### src/rtl/flu_port_scheduler_pkg.sv
// Shared types for the FLU writeback-port scheduler: unit classes, writeback
// sources, the reservation-window entry and the scheduler FSM states.
package flu_port_scheduler_pkg;

   localparam int TRANS_ID_BITS = 3;

   typedef enum logic [1:0] {
      FC_ALU  = 2'd0,
      FC_CSR  = 2'd1,
      FC_MULT = 2'd2,
      FC_DIV  = 2'd3
   } fu_class_t;

   typedef enum logic [1:0] {
      WB_ALU  = 2'd0,
      WB_CSR  = 2'd1,
      WB_MULT = 2'd2,
      WB_DIV  = 2'd3
   } wb_src_t;

   typedef struct packed {
      logic                     v;
      logic [TRANS_ID_BITS-1:0] id;
   } flu_resv_t;

   typedef enum logic {
      ST_RUN      = 1'b0,
      ST_DIV_WAIT = 1'b1
   } sched_state_t;

   // ALU and CSR results use the write port in the cycle they are granted.
   function automatic logic is_same_cycle_wb(input fu_class_t fu);
      return (fu == FC_ALU) || (fu == FC_CSR);
   endfunction

endpackage

### src/rtl/flu_port_scheduler_chk.sv
// Runtime check that at most one unit claims the FLU write port per cycle.
module flu_port_scheduler_chk (
   input logic clk_i,
   input logic rst_i,
   input logic src_mult_i,
   input logic src_div_i,
   input logic src_fire_i
);

   a_one_wb_src: assert property (@(posedge clk_i) disable iff (rst_i)
      $onehot0({src_mult_i, src_div_i, src_fire_i}));

endmodule

### src/rtl/flu_resv_shreg.sv
// Writeback reservation window: entry k is the result due k cycles from now.
// Entries only move towards the head, so the load slot is always free.
module flu_resv_shreg
   import flu_port_scheduler_pkg::*;
#(
   parameter int MAX_LAT  = 4,
   parameter int LOAD_IDX = 1
) (
   input  logic                     clk_i,
   input  logic                     rst_i,
   input  logic                     clr_i,
   input  logic                     load_i,
   input  logic [TRANS_ID_BITS-1:0] load_id_i,
   output flu_resv_t                head_o,
   output logic                     any_v_o
);

   flu_resv_t r_resv [MAX_LAT];
   logic      w_any_v;

   // Shift towards the head every cycle; flush empties the whole window.
   always_ff @(posedge clk_i or posedge rst_i) begin
      if (rst_i) begin
         for (int k = 0; k < MAX_LAT; k++) begin
            r_resv[k] <= '0;
         end
      end else if (clr_i) begin
         for (int k = 0; k < MAX_LAT; k++) begin
            r_resv[k] <= '0;
         end
      end else begin
         for (int k = 0; k < MAX_LAT - 1; k++) begin
            r_resv[k] <= r_resv[k+1];
         end
         r_resv[MAX_LAT-1] <= '0;
         if (load_i) begin
            r_resv[LOAD_IDX] <= '{v: 1'b1, id: load_id_i};
         end else begin
            r_resv[LOAD_IDX] <= (LOAD_IDX < MAX_LAT - 1) ? r_resv[LOAD_IDX+1] : '0;
         end
      end
   end

   // Any outstanding reservation anywhere in the window.
   always_comb begin
      w_any_v = 1'b0;
      for (int k = 0; k < MAX_LAT; k++) begin
         w_any_v = w_any_v | r_resv[k].v;
      end
   end

   assign head_o  = r_resv[0];
   assign any_v_o = w_any_v;

endmodule

### src/rtl/flu_port_scheduler.sv
// Issue-side scheduler for the shared fixed-latency-unit writeback port:
// grants ALU/CSR/MULT/DIV ops so that no two results hit the port together.
module flu_port_scheduler
   import flu_port_scheduler_pkg::*;
#(
   parameter int TRANS_ID_W = TRANS_ID_BITS,
   parameter int MULT_LAT   = 2,
   parameter int MAX_LAT    = 4,
   parameter int CNT_W      = 16
) (
   input  logic                  clk_i,
   input  logic                  rst_i,
   input  logic                  flush_i,
   input  logic                  issue_valid_i,
   input  logic [1:0]            issue_fu_i,
   input  logic [TRANS_ID_W-1:0] issue_trans_id_i,
   output logic                  issue_ready_o,
   output logic                  alu_valid_o,
   output logic                  csr_valid_o,
   output logic                  mult_valid_o,
   output logic                  div_valid_o,
   input  logic                  csr_ready_i,
   input  logic                  div_done_i,
   input  logic [TRANS_ID_W-1:0] div_trans_id_i,
   output logic                  wb_valid_o,
   output logic [TRANS_ID_W-1:0] wb_trans_id_o,
   output logic [1:0]            wb_src_o,
   output logic                  busy_o,
   output logic [CNT_W-1:0]      stall_cnt_o
);

   sched_state_t    r_state;
   sched_state_t    w_state_nxt;
   fu_class_t       w_fu;
   flu_resv_t       w_head;
   logic            w_any_v;
   logic            w_ready;
   logic            w_fire;
   logic            w_src_mult;
   logic            w_src_div;
   logic            w_src_fire;
   logic [CNT_W-1:0] r_stall_cnt;

   assign w_fu = fu_class_t'(issue_fu_i);

   flu_resv_shreg #(
      .MAX_LAT  (MAX_LAT),
      .LOAD_IDX (MULT_LAT - 1)
   ) u_resv (
      .clk_i     (clk_i),
      .rst_i     (rst_i),
      .clr_i     (flush_i),
      .load_i    (w_fire && (w_fu == FC_MULT)),
      .load_id_i (issue_trans_id_i),
      .head_o    (w_head),
      .any_v_o   (w_any_v)
   );

   // Grant: same-cycle writebacks need a free head slot, DIV needs an empty window.
   always_comb begin
      w_ready = 1'b0;
      if (flush_i) begin
         w_ready = 1'b0;
      end else if (r_state == ST_RUN) begin
         case (w_fu)
            FC_ALU:  w_ready = ~w_head.v;
            FC_CSR:  w_ready = ~w_head.v & csr_ready_i;
            FC_MULT: w_ready = 1'b1;
            FC_DIV:  w_ready = ~w_any_v & csr_ready_i;
            default: w_ready = 1'b0;
         endcase
      end else begin
         w_ready = 1'b0;
      end
   end

   assign w_fire        = issue_valid_i & w_ready;
   assign issue_ready_o = w_ready;
   assign alu_valid_o   = w_fire & (w_fu == FC_ALU);
   assign csr_valid_o   = w_fire & (w_fu == FC_CSR);
   assign mult_valid_o  = w_fire & (w_fu == FC_MULT);
   assign div_valid_o   = w_fire & (w_fu == FC_DIV);
   assign busy_o        = w_any_v | (r_state == ST_DIV_WAIT);

   // FSM state register.
   always_ff @(posedge clk_i or posedge rst_i) begin
      if (rst_i) begin
         r_state <= ST_RUN;
      end else begin
         r_state <= w_state_nxt;
      end
   end

   // FSM next state: a DIV holds the port until its result comes back.
   always_comb begin
      w_state_nxt = r_state;
      case (r_state)
         ST_RUN: begin
            if (w_fire && (w_fu == FC_DIV)) begin
               w_state_nxt = ST_DIV_WAIT;
            end else begin
               w_state_nxt = ST_RUN;
            end
         end
         ST_DIV_WAIT: begin
            if (flush_i || div_done_i) begin
               w_state_nxt = ST_RUN;
            end else begin
               w_state_nxt = ST_DIV_WAIT;
            end
         end
         default: w_state_nxt = ST_RUN;
      endcase
   end

   assign w_src_mult = w_head.v;
   assign w_src_div  = (r_state == ST_DIV_WAIT) & div_done_i;
   assign w_src_fire = w_fire & is_same_cycle_wb(w_fu);

   // Writeback mux; a flush suppresses every source in its cycle.
   always_comb begin
      wb_valid_o    = 1'b0;
      wb_trans_id_o = '0;
      wb_src_o      = WB_ALU;
      if (flush_i) begin
         wb_valid_o = 1'b0;
      end else if (w_src_mult) begin
         wb_valid_o    = 1'b1;
         wb_trans_id_o = w_head.id;
         wb_src_o      = WB_MULT;
      end else if (w_src_div) begin
         wb_valid_o    = 1'b1;
         wb_trans_id_o = div_trans_id_i;
         wb_src_o      = WB_DIV;
      end else if (w_src_fire) begin
         wb_valid_o    = 1'b1;
         wb_trans_id_o = issue_trans_id_i;
         wb_src_o      = (w_fu == FC_CSR) ? WB_CSR : WB_ALU;
      end else begin
         wb_valid_o = 1'b0;
      end
   end

   // Saturating stall counter; only reset clears it.
   always_ff @(posedge clk_i or posedge rst_i) begin
      if (rst_i) begin
         r_stall_cnt <= '0;
      end else if (issue_valid_i && !w_ready && !(&r_stall_cnt)) begin
         r_stall_cnt <= r_stall_cnt + CNT_W'(1'b1);
      end else begin
         r_stall_cnt <= r_stall_cnt;
      end
   end

   assign stall_cnt_o = r_stall_cnt;

   flu_port_scheduler_chk u_chk (
      .clk_i      (clk_i),
      .rst_i      (rst_i),
      .src_mult_i (w_src_mult),
      .src_div_i  (w_src_div),
      .src_fire_i (w_src_fire)
   );

endmodule

### config.mk
export PLATFORM = sky130hd
export DESIGN_NAME = flu_port_scheduler
export DESIGN_NICKNAME = d
export VERILOG_FILES = /design/src/rtl/flu_port_scheduler_pkg.sv /design/src/rtl/flu_port_scheduler_chk.sv /design/src/rtl/flu_resv_shreg.sv /design/src/rtl/flu_port_scheduler.sv
export SDC_FILE = /design/constraint.sdc
export NUM_CORES = 1
export LEC_CHECK = 0
export ABC_CLOCK_PERIOD_IN_PS = 4300
export CORE_MARGIN = 4
export CORE_UTILIZATION = 48
export DETAILED_ROUTE_END_ITERATION = 10
export PLACE_DENSITY = 0.9
export SYNTH_ARGS = -nofsm -noshare
export SYNTH_HDL_FRONTEND = slang
export SYNTH_SLANG_ARGS = --single-unit
### constraint.sdc
create_clock -name clk_i -period 4.3 [get_ports clk_i]
set_input_delay 0.86 -clock clk_i [delete_from_list [all_inputs] [get_ports clk_i]]
set_output_delay 0.86 -clock clk_i [all_outputs]
set_load 0.02 [all_outputs]
==> results.sh <==
export IMPL_htreeDepth=1
export IMPL_combPwrFrac=0.324
export IMPL_ys_seq_area_frac=0.507
export IMPL_ys_warnings_count=0
export IMPL_die_w_um=58.7
export IMPL_grt_pass1_vias=1078
export IMPL_syn_nets=134
export IMPL_ys_types=32
export IMPL_p_seq_frac=0.507
export IMPL_finalMaxSlewViolations=0
export IMPL_ctsHoldBuffers=0
export IMPL_synthMuxAreaShare=0.00912
export IMPL_clk_root_buffer_cell="clkbuf_4"
export IMPL_drc=0
export IMPL_synth_top_area_share=0.507
export IMPL_synth_top_family_by_area="simple AND/OR/NAND/NOR gates"
export IMPL_fmax_mhz=266
export IMPL_gp_congestion=0.840
export IMPL_ant_nets=0
export IMPL_drt_pre_antenna_iters=4
export IMPL_cts_setup_buffers=0
export IMPL_worst_slew_pin_slew_ns=0.936
export IMPL_avgSynthCellArea_um2=10.4
export IMPL_grt_max_degree=26
export IMPL_nFillCells=202
export IMPL_tns_ns=0
export IMPL_num_rows=18
export IMPL_relSlewSlack=0.375
export IMPL_skew_ns=0.00402
export IMPL_coreArea_mm2=0.00245
export IMPL_syn_area_mm2=0.00123
export IMPL_cp_data_required_time_ns=3.44
export IMPL_pwr_share_clk=0.169
export IMPL_start_util=0.503
export IMPL_post_dp_hpwl_um=2210
export IMPL_grt_usage=0.181
export IMPL_post_route_min_period_ns=3.76
export IMPL_initialDrtViolationCount=19
export IMPL_clock_sinks=25
export IMPL_p_switching_uw=205
export IMPL_p_per_area_mw_per_mm2=356
export IMPL_cts_tree="done"
export IMPL_synth_compound_area_frac=0.0618
export IMPL_cp_slowest_cell="clkdlybuf4s50_1"
export IMPL_synth_flop_cell="dfrtp_1"
export IMPL_leakagePower_nw=0.732
export IMPL_clkTransAtPathRegs_ns=0.13
export IMPL_cts_resized_gates=0
export IMPL_drt_wl_total_um=2850
export IMPL_numPortBuffers=41
export IMPL_diodes=0
export IMPL_vias=1046
export IMPL_gr_usage_met1=0.207
export IMPL_wl_per_cell_um=14.7
export IMPL_final_core_util=0.699
export IMPL_ios=42
export IMPL_p_int_uw=406
export IMPL_synth_simple_gate_area_frac=0.288
export IMPL_max_vdd_ir_drop_v=0.000314
export IMPL_area_growth_pct=39.0
export IMPL_worstSetupEndpointType="output pin"
export IMPL_critPathArrivalTime_ns=2.90
export IMPL_antenna_found_initial=0
export IMPL_yosys_area_top_type="dfrtp_1"
export IMPL_critPathKind="in -> out"
export IMPL_crit_fanout=7
export IMPL_final_layout_size_suffix_gt1_frac=0.0915
export IMPL_die_area_mm2=0.00345
export IMPL_path_cells="clkdlybuf4s50_1 > nor2_1 > o21ai_0 > nor4_1 > buf_4 > a221oi_1 > nor3_1 > clkdlybuf4s50_1"
export IMPL_hold_class="reg -> reg"
export IMPL_synth_area_leaders="dfrtp_1, xnor2_1, nor2b_1"
export IMPL_crit_buf_inv=3
export IMPL_grt_pass1_wl_um=4800
export IMPL_startpoint_type="input pin"
export IMPL_clk_path_buf_depth=2
export IMPL_synth_common_cells="dfrtp_1, nor2_1, xnor2_1"
export IMPL_cap_viol_max_count=0
export IMPL_synth_seq_cells=25
export IMPL_die_y_um=58.7
export IMPL_netSwitchingFraction=0.335
export IMPL_rsz0062_at_grt="no"
export IMPL_grtUsageMet2=0.320
export IMPL_use_met3=0.0570
export IMPL_outcome="finished, final reports clean"
export IMPL_cp_common_cell="clkdlybuf4s50_1"
export IMPL_postSynthCellCount=119
export IMPL_final_nets=180
export IMPL_synthAdderAreaFrac=0.0101
export IMPL_final_cells=194
export IMPL_critical_path_top_delay_family="buffers and inverters"
export IMPL_top_usage_layer="met2"
export IMPL_setup_viol=0
export IMPL_via_per_inst=5.39
export IMPL_grt_overflow=0
export IMPL_dp_cells=190
export IMPL_post_route_period_util=0.874
export IMPL_max_stage_delay_ns=0.63
export IMPL_cts_buffers=3
export IMPL_clk_latency_ns=0.31
export IMPL_finalHoldViolations=0
export IMPL_reg2reg_slack_ns=2.33
export IMPL_synth_xor_area_frac=0.106
export IMPL_synth_edf_count=0
export IMPL_yosysMostFrequentCell="dfrtp_1"
export IMPL_synthArstFlopShare=1.00
==> layout by cell type (no fill, tap or decap), types with 2 or more instances in the layout <==
cell	count
a221oi_1	3
and2_1	4
and3_1	2
and4_1	2
buf_4	2
clkbuf_4	3
clkdlybuf4s50_1	41
dfrtp_1	25
inv_1	3
nand2_1	6
nand3_1	6
nand4_1	5
nor2_1	12
nor2b_1	9
nor3_1	6
nor4_1	2
or2_2	2
xnor2_1	10
xor2_1	5
==> cell families after synthesis <==
group,Yosys count
and+or+nand+nor,63
buffers and inverters,6
AOI/OAI and AO/OA,8
DFF,25
muxes,1
adders and majority gates,1
xor gates and xnor gates,15
==> power by group through the flow <==
| stage | clock network, mW | registers, mW | logic, mW |
|---|---|---|---|
| floorplan | 0 | 0.343 | 0.0668 |
| global placement | 0 | 0.309 | 0.194 |
| detailed placement | 0 | 0.315 | 0.201 |
| CTS | 0.108 | 0.310 | 0.201 |
| global route | 0.117 | 0.320 | 0.216 |
| finish | 0.103 | 0.310 | 0.198 |
==> state kept, by name, indices dropped and copies added (netlist names) <==
register and cells:
stall_cnt_o 16, r_state 1, u_resv.r_resv 4, u_resv.head_o 4
==> worst reg2reg max path: stages, from the launching register on <==
cell and delay, ns:
dfrtp_1 0.45, ha_1 0.23, nand3_1 0.15, nor2_1 0.09
a211oi_2 0.55, mux2_2 0.40
==> worst paths after layout <==
kind	startpoint	endpoint	depth (start not counted)
worst max register to register	stall_cnt_o[0]	stall_cnt_o[1]	5
worst max-delay path	flush_i	wb_trans_id_o[1]	8
worst min register to register	u_resv.r_resv[8]	u_resv.head_o[0]	1
min in group asynchronous	rst_i	stall_cnt_o[12]	2
max in group asynchronous	rst_i	u_resv.r_resv[9]	2
worst min-delay path	u_resv.r_resv[8]	u_resv.head_o[0]	1
==> layer usage <==
layer / wire, µm / part of all wire / vias up
met4: 30 / 0.011 / 0
met5: 0 / 0 / -
met1: 1170 / 0.41 / 504
met2: 1430 / 0.50 / 37
li1: - / - / 501
met3: 229 / 0.080 / 4
==> metrics by stage <==
step	hold WS (ns)	total power [mW]	setup slack [ns]	area, µm²
after detailed placement	0.460	0.516	0.549	1690
after global routing	0.526	0.653	0.411	1720
after floorplan	0.439	0.410	1.13	1230
after CTS	0.490	0.619	0.528	1720
final	0.485	0.611	0.541	1720
after global placement	0.449	0.503	0.602	1690
==> cell type report <==
type                       count  area, µm²  share of cell area
tap                           30       37.5              0.0219
clock buffer                   4       26.3              0.0153
multi-input combinational     88        587               0.342
timing repair buffer          43        425               0.248
sequential                    25        626               0.364
inverter                       4       15.0             0.00875
(Power assumes the default switching activity.)
